**src/rtl/fifo_wr_arbiter.sv**
```systemverilog
// Round-robin write arbiter sharing one registered valid/ready FIFO upstream port among NUM_REQ
// producers. Define FIFO_ARB_PKT_LOCK_EN to hold the grant until a beat with last (MSB) set.
module fifo_wr_arbiter #(
    parameter int unsigned NUM_REQ = 4,
    parameter int unsigned DATA_W  = 33,
    parameter int unsigned IDX_W   = $clog2(NUM_REQ)
) (
    input  logic                      clk,
    input  logic                      nrst,
    input  logic [NUM_REQ-1:0]        i_req_valid,
    input  logic [NUM_REQ*DATA_W-1:0] i_req_data,
    output logic [NUM_REQ-1:0]        o_req_ready,
    output logic                      o_fifo_valid,
    output logic [DATA_W-1:0]         o_fifo_data,
    input  logic                      i_fifo_ready,
    output logic [IDX_W-1:0]          o_grant_id,
    output logic                      o_busy
);

    logic                r_fifo_valid;
    logic [DATA_W-1:0]   r_fifo_data;
    logic [IDX_W-1:0]    r_rr_ptr;
    logic [IDX_W-1:0]    r_grant_id;

    logic                w_load_en;
    logic                w_found;
    logic                w_accept;
    logic                w_idle_accept;
    logic [IDX_W-1:0]    w_winner;
    logic [IDX_W-1:0]    w_sel;
    logic [IDX_W-1:0]    w_next_ptr;
    logic [IDX_W:0]      w_scan;
    logic [NUM_REQ-1:0]  w_ready;
    logic [DATA_W-1:0]  w_sel_data;

`ifdef FIFO_ARB_PKT_LOCK_EN
    localparam logic ST_IDLE   = 1'b0;
    localparam logic ST_LOCKED = 1'b1;

    logic               r_state;
    logic [IDX_W-1:0]   r_lock_id;

    assign o_busy = (r_state == ST_LOCKED);
`else
    assign o_busy = 1'b0;
`endif

    assign w_load_en = ~r_fifo_valid | i_fifo_ready;

    // First valid requester at or after r_rr_ptr, wrapping past NUM_REQ-1.
    always_comb begin
        w_found  = 1'b0;
        w_winner = '0;
        w_scan   = '0;
        for (int k = 0; k < NUM_REQ; k++) begin
            w_scan = {1'b0, r_rr_ptr} + (IDX_W+1)'(k);
            if (w_scan >= (IDX_W+1)'(NUM_REQ)) begin
                w_scan = w_scan - (IDX_W+1)'(NUM_REQ);
            end
            if (!w_found && i_req_valid[w_scan[IDX_W-1:0]]) begin
                w_found  = 1'b1;
                w_winner = w_scan[IDX_W-1:0];
            end
        end
    end

    always_comb begin
        w_ready = '0;
        w_sel   = w_winner;
`ifdef FIFO_ARB_PKT_LOCK_EN
        if (r_state == ST_LOCKED) begin
            w_sel              = r_lock_id;
            w_ready[r_lock_id] = w_load_en;
        end else
`endif
        if (w_load_en && w_found) begin
            w_ready[w_winner] = 1'b1;
        end
    end

    assign o_req_ready   = w_ready & {NUM_REQ{nrst}};
    assign w_accept      = |(i_req_valid & o_req_ready);
    assign w_idle_accept = w_accept & ~o_busy;
    assign w_sel_data    = i_req_data[w_sel*DATA_W +: DATA_W];
    assign w_next_ptr    = (w_winner == IDX_W'(NUM_REQ-1)) ? '0 : w_winner + 1'b1;

    always_ff @(posedge clk or negedge nrst) begin
        if (!nrst) begin
            r_fifo_valid <= 1'b0;
            r_fifo_data  <= '0;
            r_grant_id   <= '0;
        end else if (w_accept) begin
            r_fifo_valid <= 1'b1;
            r_fifo_data  <= w_sel_data;
            r_grant_id   <= w_sel;
        end else if (w_load_en) begin
            r_fifo_valid <= 1'b0;
        end
    end

    // Pointer only advances on unlocked grants so a packet does not cost its owner a turn.
    always_ff @(posedge clk or negedge nrst) begin
        if (!nrst) begin
            r_rr_ptr <= '0;
        end else if (w_idle_accept) begin
            r_rr_ptr <= w_next_ptr;
        end
    end

`ifdef FIFO_ARB_PKT_LOCK_EN
    always_ff @(posedge clk or negedge nrst) begin
        if (!nrst) begin
            r_state   <= ST_IDLE;
            r_lock_id <= '0;
        end else if (w_accept) begin
            if (r_state == ST_IDLE && !w_sel_data[DATA_W-1]) begin
                r_state   <= ST_LOCKED;
                r_lock_id <= w_winner;
            end else if (r_state == ST_LOCKED && w_sel_data[DATA_W-1]) begin
                r_state <= ST_IDLE;
            end
        end
    end
`endif

    assign o_fifo_valid = r_fifo_valid;
    assign o_fifo_data  = r_fifo_data;
    assign o_grant_id   = r_grant_id;

endmodule

```
**config.mk**
```make
export PLATFORM = sky130hd
export DESIGN_NAME = fifo_wr_arbiter
export DESIGN_NICKNAME = d
export VERILOG_FILES = /design/src/rtl/fifo_wr_arbiter.sv
export SDC_FILE = /design/constraint.sdc
export NUM_CORES = 1
export LEC_CHECK = 0
export BUFFER_PORTS_ARGS = -buffer_cell sky130_fd_sc_hd__buf_2
export CAP_MARGIN = 20
export CORE_ASPECT_RATIO = 1.5
export CORE_MARGIN = 8
export CORE_UTILIZATION = 25
export DETAILED_ROUTE_END_ITERATION = 16
export GPL_TIMING_DRIVEN = 0
export PLACE_DENSITY = 0.65
export SLEW_MARGIN = 20
export SYNTH_ARGS = -nofsm -noshare
export SYNTH_HDL_FRONTEND = slang
export SYNTH_SLANG_ARGS = --single-unit
```
**constraint.sdc**
```tcl
create_clock -name clk -period 2.8 [get_ports clk]
set_input_delay 0.28 -clock clk [delete_from_list [all_inputs] [get_ports clk]]
set_output_delay 0.28 -clock clk [all_outputs]
set_load 0.005 [all_outputs]
```
# Yosys cells after proc, flatten, opt, wreduce, memory -nomap -nowiden
# Cells that the tools add are included.
dict set report totals {
  output_inout_bits 41
  ff_bits 38
  wordCells 65
}
dict set report classes {
  muxes 26
  n_addsub 8
  n_eq_ne 1
  shifts 1
  magnitude_cmp 10
  reduce_logical 10
  bitwise 4
  n_mul 1
}
# operator count
set op_table {}
lappend op_table {{132-bit by 9-bit variable part select with 33-bit output} 1}
lappend op_table {{2-bit two-way mux} 9}
lappend op_table {{2-bit by 3-bit less-than comparator with 1-bit output (second input constant)} 5}
lappend op_table {{1-bit two-way mux} 11}
lappend op_table {{3-bit >= comparator (second input constant)} 3}
lappend op_table {{4-bit AND} 2}
lappend op_table {{1-bit binary-select mux with 2-bit select} 4}
lappend op_table {{2-bit by 6-bit multiplier with 8-bit output (second input constant)} 1}
lappend op_table {{2-bit by 1-bit subtractor with 2-bit output (second input constant)} 4}
lappend op_table {{2-bit by 2-bit adder with 3-bit output (second input constant)} 2}
lappend op_table {{1-bit logical AND} 5}
lappend op_table {{4-bit two-way mux} 1}
lappend op_table {{4-bit OR reduction} 1}
lappend op_table {{2-bit by 1-bit adder with 3-bit output (second input constant)} 1}
lappend op_table {{2-bit by 3-bit >= comparator with 1-bit output (second input constant)} 1}
lappend op_table {{1-bit zero test} 3}
lappend op_table {{2-bit by 1-bit adder with 2-bit output (second input constant)} 1}
lappend op_table {{1-bit demux with 2-bit select} 1}
lappend op_table {{2-bit equality test (second input constant)} 1}
lappend op_table {{2-bit by 1-bit >= comparator with 1-bit output (second input constant)} 1}
lappend op_table {{2-bit nonzero test} 1}
lappend op_table {{1-bit inverter} 1}
lappend op_table {{1-bit OR} 1}

# Longest topological paths before layout
# Gate-level depths: netlist (run 1).
dict set report depth {
  ltp_word 23
  mapped_depth 11
}

# Worst setup path before layout (run 1)
# No wires, ideal clock.
dict set report synth_timing {
  path_type {reg2reg}
  from {register r_rr_ptr[0]}
  to {register r_fifo_data[0] (netlist: o_fifo_data[0])}
  stages_incl_launch_ff 11
  setup_slack_ns 0.316
  t_required_ns 2.675
  arrival_time_ns 2.359
  cell_sequence {dfrtp_1 -> nand2b_1 -> a21oi_1 -> a211oi_1 -> buf_4 -> buf_2 -> ha_1 -> nand2_1 -> a31oi_4 -> buf_6 -> mux2_2}
}
dict set report synth_via {
  elab_chain_cells 22
  word_cells_on_any_way 49
  classes_between {add/sub (7); mul (1); order compare (6); shift (1); mux (23); bitwise (2); reduce/logical (9)}
}
# item line_no
set synth_rtl {}
lappend synth_rtl {{start, declared} 22} ;# logic [IDX_W-1:0] r_rr_ptr;
lappend synth_rtl {{start signal, assigned} 106} ;# r_rr_ptr <= w_next_ptr;
lappend synth_rtl {{branches (longest 22 deep; another with 2-bit by 1-bit adder with 3-bit output)} -}
lappend synth_rtl {{end signal, assigned} 94} ;# r_fifo_data <= w_sel_data;
lappend synth_rtl {{end, declared} 21} ;# logic [DATA_W-1:0] r_fifo_data;
# Parallel ways; which one is timed is not known. The select of a mux whose other input is x is not followed.
# A chain may end at the register's enable or synchronous reset.

# Worst setup path after layout (run 1)
dict set report layout_timing {
  from {register r_rr_ptr[0]}
  to {register r_fifo_data[7] (netlist: o_fifo_data[7])}
}
# The elaborated chain is that of the path after synthesis.

==> flow_metrics.py, run 1 <==
metrics = {
    "status": {
        "status": "finished clean",
    },
    "cts": {
        "clockBufferDepth": 2,
        "cts.clk_slew.worst_paths_ns": 0.06,
        "cts_sinks": 38,
        "cts_tree": "built",
        "cts-root-buf": "clkbuf_16",
        "cts_hold_buf": 0,
        "numCtsBuffers": 5,
        "clk_latency_ns": 0.28,
        "h-tree-depth": 2,
    },
    "layout": {
        "fillers": 1065,
        "layout_common_cells": "buf_2, mux2i_1, dfrtp_1, mux2_2",
        "layout.nets": 545,
        "area_growth_pct": 46.5,
        "num_antenna_cells": 0,
        "layout-drive-gt1-share": 0.584,
        "final_common_cell": "buf_2",
        "utilization": 0.371,
    },
    "place": {
        "hpwl_um": 7250,
        "gp_congestion": 0.778,
        "portBuffers": 178,
    },
    "floorplan": {
        "dieHeight_um": 142,
        "start_util": 0.253,
        "design.core.area_mm2": 0.0104,
        "fp-row-count": 46,
        "io_pins": 180,
        "dieArea_mm2": 0.0142,
        "chipWidth_um": 99.8,
    },
    "power_and_ir_drop": {
        "irDropWorstVdd_mv": 0.334,
        "p_sw_frac": 0.365,
        "power.switching_mw": 1.28,
        "power.internal_mw": 2.22,
        "p_per_area_mw_per_mm2": 907,
        "power.total_mw": 3.50,
        "seq_power_share": 0.280,
        "combPwrFrac": 0.555,
        "p_leak_nw": 2.07,
        "p_clk_frac": 0.165,
    },
    "synthesis": {
        "syn_area_mm2": 0.00264,
        "synth.avg_cell_area_um2": 12.0,
        "async_flop_share": 1.00,
        "ys_seq_area_frac": 0.361,
        "ys_warn_count": 0,
        "synth.area.top_cells": "mux2i_1, dfrtp_1, mux2_2",
        "yosys.area.top_type_share": 0.376,
        "synth_edf_count": 0,
        "synth_top_cell_by_area": "mux2i_1",
        "synthFlopType": "dfrtp_1",
        "synth_cells": 220,
        "yosysUniqueCellTypes": 27,
        "synth_fp_nets": 360,
        "ys_seq_elements": 38,
    },
    "global_route": {
        "grt_pass1_vias": 2884,
        "grtUsageTotal": 0.125,
        "antenna_found_initial": 0,
        "grt_pass1_wl_um": 13900,
        "grt_max_degree": 40,
        "grt_overflow_total": 0,
    },
    "worst_setup_path": {
        "reg2reg_from": "r_rr_ptr[0]$_DFFE_PN0P_",
        "reg2reg_slack_ns": 0.20,
        "crit_path_end_kind": "flop",
        "required_ns": 2.96,
        "worstPathArrival_ns": 2.76,
        "critPathMaxFanout": 10,
        "startpoint_type": "flop",
        "r2r_cells": 9,
        "critical_path_class": "flop to flop",
        "worst_r2r_endpoint": "o_fifo_data[7]$_DFFE_PN0P_",
    },
    "timing": {
        "rsz0062_at_grt": "false",
        "setup_tns_ns": 0,
        "period_needed_ns": 2.60,
        "tightest_slew_ns": 0.921,
        "fmax_mhz": 385,
        "relSlewSlack": 0.386,
        "setup_viol": 0,
        "fin_skew_ns": 0.00333,
        "hold_viol": 0,
        "fin_crit_sh": 0.928,
        "slew_viol_final": 0,
    },
    "drt": {
        "vias": 2451,
        "routed_wl_um": 9020,
        "avgViaCountPerCell": 4.46,
        "drc_errors": 0,
        "dr.first_iter.drc_count": 56,
        "firstDrtPassIters": 4,
        "postRouteAntennaNets": 0,
        "wl_per_cell_um": 16.4,
    },
    "hold_path": {
        "worstHoldPathType": "input pin to async pin",
    },
    "flow_run": {
        "maxCapViolCount": 0,
    },
}
final cells by class:
type	count	area (um2)	share of cell area
plain buffers	14	93.8	0.0243
clock buffers	7	143	0.0369
clock inverters	1	5.00	0.00130
inverters	5	18.8	0.00486
multi-input cells	162	1570	0.407
flip-flops and latches	38	951	0.246
well taps	144	180	0.0466
repair buffers	179	898	0.233
power by group through the flow:
stage / Combinational (mW) / Sequential [mW] / Clock (mW)
2_1_floorplan: 1.26 / 1.01 / 0
3_3_place_gp: 1.94 / 0.978 / 0
3_5_place_dp: 2.00 / 0.989 / 0
4_1_cts: 2.00 / 0.983 / 0.602
5_1_grt: 2.13 / 1.02 / 0.622
6_report: 1.94 / 0.980 / 0.579
per-stage QoR:
step | worst slack (ns) | cell area (um2) | hold WS [ns] | cells
final | 0.202 | 3860 | 0.131 | 550
after detailed placement | -0.183 | 3710 | 0.474 | 542
after floorplan | 0.316 | 2640 | -0.0156 | 220
after global placement | -0.121 | 3710 | 0.459 | 542
after global routing | 0.00470 | 3860 | 0.214 | 550
after CTS | 0.0118 | 3860 | 0.165 | 551
cell families after synthesis:
group	Yosys count	synth area share
and+or+nand+nor	18	0.0342
adders and majority gates	1	0.00475
other	1	0.00142
muxes	134	0.525
buffers and inverters	20	0.0446
AOI/OAI and AO/OA	8	0.0290
DFF	38	0.361
state kept, by name, summed over array words and instances (netlist names):
name / count
o_fifo_valid: 1
o_fifo_data: 33
o_grant_id: 2
r_rr_ptr: 2
cell usage after synthesis (2+ instances only):
master and instances:
a21oi_1 2, buf_2 10, buf_4 2, buf_6 3
dfrtp_1 38, inv_1 4, mux2_1 2, mux2_2 33
mux2i_1 99, nand2_1 3, nand2b_1 3, nand3_1 2
nor2_1 5
worst max path at each step:
stage	start	end	slack (ns)	depth (start not counted)
final	r_rr_ptr[0]$_DFFE_PN0P_	o_fifo_data[7]$_DFFE_PN0P_	0.20	9
after global routing	r_rr_ptr[0]$_DFFE_PN0P_	o_fifo_data[5]$_DFFE_PN0P_	0.005	9
after CTS	r_rr_ptr[0]$_DFFE_PN0P_	o_fifo_data[6]$_DFFE_PN0P_	0.01	10
after detailed placement	r_rr_ptr[0]$_DFFE_PN0P_	o_fifo_data[24]$_DFFE_PN0P_	-0.18	10
after global placement	r_rr_ptr[0]$_DFFE_PN0P_	o_fifo_data[31]$_DFFE_PN0P_	-0.12	10
after floorplan	r_rr_ptr[0]$_DFFE_PN0P_	o_fifo_data[0]$_DFFE_PN0P_	0.32	10
repair_timing:
action                     CTS  global route
gates resized for setup      0             1
hold endpoints to repair     0             0
pin swaps                    1             0
setup endpoints to repair   29            37
buffers inserted             1             0
critical path, cell delays in order, from the launching register on:
cell and delay, ns:
dfrtp_1 0.43, nand2b_1 0.16, a21oi_1 0.12, nor2_4 0.25, buf_2 0.33, ha_1 0.26, nand2_1 0.11, a31oi_4 0.26
buf_4 0.22, mux2_2 0.34
layer usage:
| layer | global-route usage | share of wire | routed length, um | up-vias |
|---|---|---|---|---|
| li1 | - | - | - | 1173 |
| met1 | 0.112 | 0.34 | 3060 | 1165 |
| met2 | 0.252 | 0.58 | 5230 | 105 |
| met3 | 0.0378 | 0.067 | 606 | 8 |
| met4 | 0.0400 | 0.014 | 123 | 0 |
| met5 | 0 | 0 | 0 | - |
No activity file was read; power rests on OpenSTA's default activity.
==> inputs of run 2 (changes only) <==
--- a/config.mk
+++ b/config.mk
@@ -5,14 +5,16 @@
 export SDC_FILE = /design/constraint.sdc
 export NUM_CORES = 1
 export LEC_CHECK = 0
+export ABC_AREA = 1
 export BUFFER_PORTS_ARGS = -buffer_cell sky130_fd_sc_hd__buf_2
-export CAP_MARGIN = 20
+export CAP_MARGIN = 10
 export CORE_ASPECT_RATIO = 1.5
 export CORE_MARGIN = 8
 export CORE_UTILIZATION = 25
 export DETAILED_ROUTE_END_ITERATION = 16
 export GPL_TIMING_DRIVEN = 0
-export PLACE_DENSITY = 0.65
+export HOLD_SLACK_MARGIN = 0.08
+export PLACE_DENSITY = 0.61
 export SLEW_MARGIN = 20
 export SYNTH_ARGS = -nofsm -noshare
 export SYNTH_HDL_FRONTEND = slang
==> flow_metrics.py, run 2 <==
metrics = {
    "layout": {
        "layout_common_cells": "nand2_1, buf_2, nand4_1, inv_1, nand3_1",
        "layout.nets": 935,
        "largest_register_ffs": 33,
        "area_growth_pct": 36.5,
        "fillers": 1717,
        "final_common_cell": "nand2_1",
        "layout-drive-gt1-share": 0.317,
        "stdcell_count": 992,
        "num_antenna_cells": 0,
        "utilization": 0.344,
    },
    "floorplan": {
        "chipWidth_um": 114,
        "io_pins": 180,
        "design.core.area_mm2": 0.0143,
        "start_util": 0.252,
        "fp-row-count": 54,
        "dieHeight_um": 163,
        "dieArea_mm2": 0.0186,
    },
    "cts": {
        "numCtsBuffers": 5,
        "clk_latency_ns": 0.29,
        "cts-root-buf": "clkbuf_16",
        "cts_sinks": 38,
        "clockBufferDepth": 2,
        "cts_hold_buf": 0,
        "cts_tree": "built",
        "h-tree-depth": 2,
        "cts.clk_slew.worst_paths_ns": 0.06,
    },
    "status": {
        "status": "finished clean",
    },
    "synthesis": {
        "synth_commonest_cells": "nand2_1, nand4_1, inv_1",
        "synth_cells": 609,
        "async_flop_share": 1.00,
        "synth_edf_count": 0,
        "yosysMostFrequentCell": "nand2_1",
        "synth_fp_nets": 749,
        "synth.area.top_cells": "nand2_1, dfrtp_1, nand4_1",
        "ys_warn_count": 0,
        "yosys.area.top_type_share": 0.284,
        "yosysUniqueCellTypes": 23,
        "synthFlopType": "dfrtp_1",
        "synth.avg_cell_area_um2": 5.93,
        "syn_area_mm2": 0.00361,
        "ys_seq_elements": 38,
        "synth_top_cell_by_area": "nand2_1",
        "ys_seq_area_frac": 0.263,
    },
    "timing": {
        "setup_viol": 0,
        "rsz0062_at_grt": "false",
        "fmax_mhz": 386,
        "fin_skew_ns": 0.00515,
        "hold_viol": 0,
        "period_needed_ns": 2.59,
        "slew_viol_final": 0,
        "tightest_slew_ns": 0.930,
        "holdWs_ns": 0.123,
        "fin_crit_sh": 0.925,
        "relSlewSlack": 0.380,
    },
    "worst_setup_path": {
        "required_ns": 2.52,
        "critical_path_class": "flop to output port",
        "reg2reg_slack_ns": 0.24,
        "startpoint_type": "flop",
        "crit_start": "r_rr_ptr[0]$_DFFE_PN0P_",
        "reg2reg_from": "r_rr_ptr[0]$_DFFE_PN0P_",
        "worstPathArrival_ns": 2.31,
        "critPathMaxFanout": 10,
        "worst_r2r_endpoint": "o_fifo_data[21]$_DFFE_PN0P_",
        "r2r_cells": 18,
        "crit_path_end_kind": "output port",
    },
    "power_and_ir_drop": {
        "p_per_area_mw_per_mm2": 1520,
        "irDropWorstVdd_mv": 0.529,
        "seq_power_share": 0.131,
        "p_clk_frac": 0.077,
        "p_leak_nw": 3.10,
        "combPwrFrac": 0.792,
        "power.total_mw": 7.50,
        "power.internal_mw": 3.28,
        "power.switching_mw": 4.23,
        "p_sw_frac": 0.563,
    },
    "global_route": {
        "grt_pass1_vias": 4578,
        "grt_max_degree": 40,
        "grtUsageTotal": 0.162,
        "antenna_found_initial": 0,
        "grt_pass1_wl_um": 23300,
        "grt_overflow_total": 0,
    },
    "drt": {
        "wl_per_cell_um": 15.7,
        "vias": 4542,
        "routed_wl_um": 15500,
        "firstDrtPassIters": 4,
        "postRouteAntennaNets": 0,
        "dr.first_iter.drc_count": 235,
        "drc_errors": 0,
        "avgViaCountPerCell": 4.58,
    },
    "place": {
        "dp.cells": 983,
        "hpwl_um": 12100,
        "gp_congestion": 0.846,
        "portBuffers": 178,
    },
    "hold_path": {
        "worstHoldPathType": "input pin to async pin",
    },
    "flow_run": {
        "maxCapViolCount": 0,
    },
}
-- run 2: changes by cell type after synthesis, moves of 4 or more --
cell | previous run | this run
mux2_2 | 33 | 0
clkbuf_1 | 0 | 6
nand3_1 | 2 | 40
buf_4 | 2 | 8
buf_2 | 10 | 31
inv_1 | 4 | 76
nand2_1 | 3 | 273
mux2i_1 | 99 | 0
nand2_2 | 0 | 4
inv_2 | 1 | 6
nand4_1 | 0 | 103
-- run 2: what timing repair did --
item,CTS,global route
hold endpoints to repair,0,0
gates resized for setup,3,7
setup endpoints to repair,33,34
pin swaps,1,1
buffers inserted,2,0
-- run 2: worst max path at each step --
stage / depth (start not counted) / to
after floorplan: 19 / o_fifo_data[15]$_DFFE_PN0P_
after global placement: 19 / o_fifo_data[24]$_DFFE_PN0P_
after detailed placement: 19 / o_fifo_data[17]$_DFFE_PN0P_
after CTS: 19 / o_fifo_data[20]$_DFFE_PN0P_
after global routing: 18 / o_fifo_data[27]$_DFFE_PN0P_
final: 16 / o_req_ready[1]
-- run 2: layout make-up --
cell class | count | area (um2) | area share
plain buffers | 50 | 309 | 0.0627
well taps | 196 | 245 | 0.0498
flip-flops and latches | 38 | 951 | 0.193
repair buffers | 180 | 910 | 0.185
inverters | 83 | 322 | 0.0652
clock inverters | 1 | 5.00 | 0.00102
multi-input cells | 437 | 2040 | 0.415
clock buffers | 7 | 143 | 0.0289
-- run 2: layer usage --
layer	wire length, um	up-vias	GRT usage
li1	-	2332	-
met1	6130	2080	0.177
met2	8340	118	0.309
met3	799	12	0.0278
met4	250	0	0.0468
met5	0	-	0
-- run 2: cells by family (layout without fill, tap and decap cells) --
logic type / after synthesis / after routing / synth area share
AOI/OAI and AO/OA: 3 / 3 / 0.00520
adders and majority gates: 1 / 1 / 0.00347
other: 1 / 1 / 0.00104
and+or+nand+nor: 432 / 432 / 0.555
DFF: 38 / 38 / 0.263
buffers and inverters: 134 / 321 / 0.172
-- run 2: worst max-delay path, cell delays in order, from the launching register on --
cell	delay [ns]
dfrtp_1	0.37
buf_6	0.14
inv_4	0.10
nand2_1	0.07
nand2_2	0.09
nand2_1	0.05
nand2_1	0.10
nor2_4	0.05
nand3_1	0.06
nand2_1	0.08
nor2_4	0.18
buf_6	0.15
nand3_4	0.10
buf_6	0.16
buf_6	0.14
inv_1	0.05
buf_2	0.10
-- run 2: per-stage QoR --
step / worst slack, ns / TNS, ns / area [um2]
after floorplan: 0.361 / 0 / 3610
after global placement: -0.145 / -3.42 / 4750
after detailed placement: -0.139 / -3.17 / 4750
after CTS: 0.00428 / 0 / 4920
after global routing: 0.0189 / 0 / 4930
final: 0.211 / 0 / 4930
-- run 2: power by group through the flow --
stage	Clock [mW]	Combinational [mW]	Sequential, mW
after global routing	0.614	6.74	1.01
after CTS	0.595	6.01	0.980
after floorplan	0	4.06	1.01
final	0.578	5.94	0.982
after global placement	0	5.85	0.980
after detailed placement	0	5.88	0.990
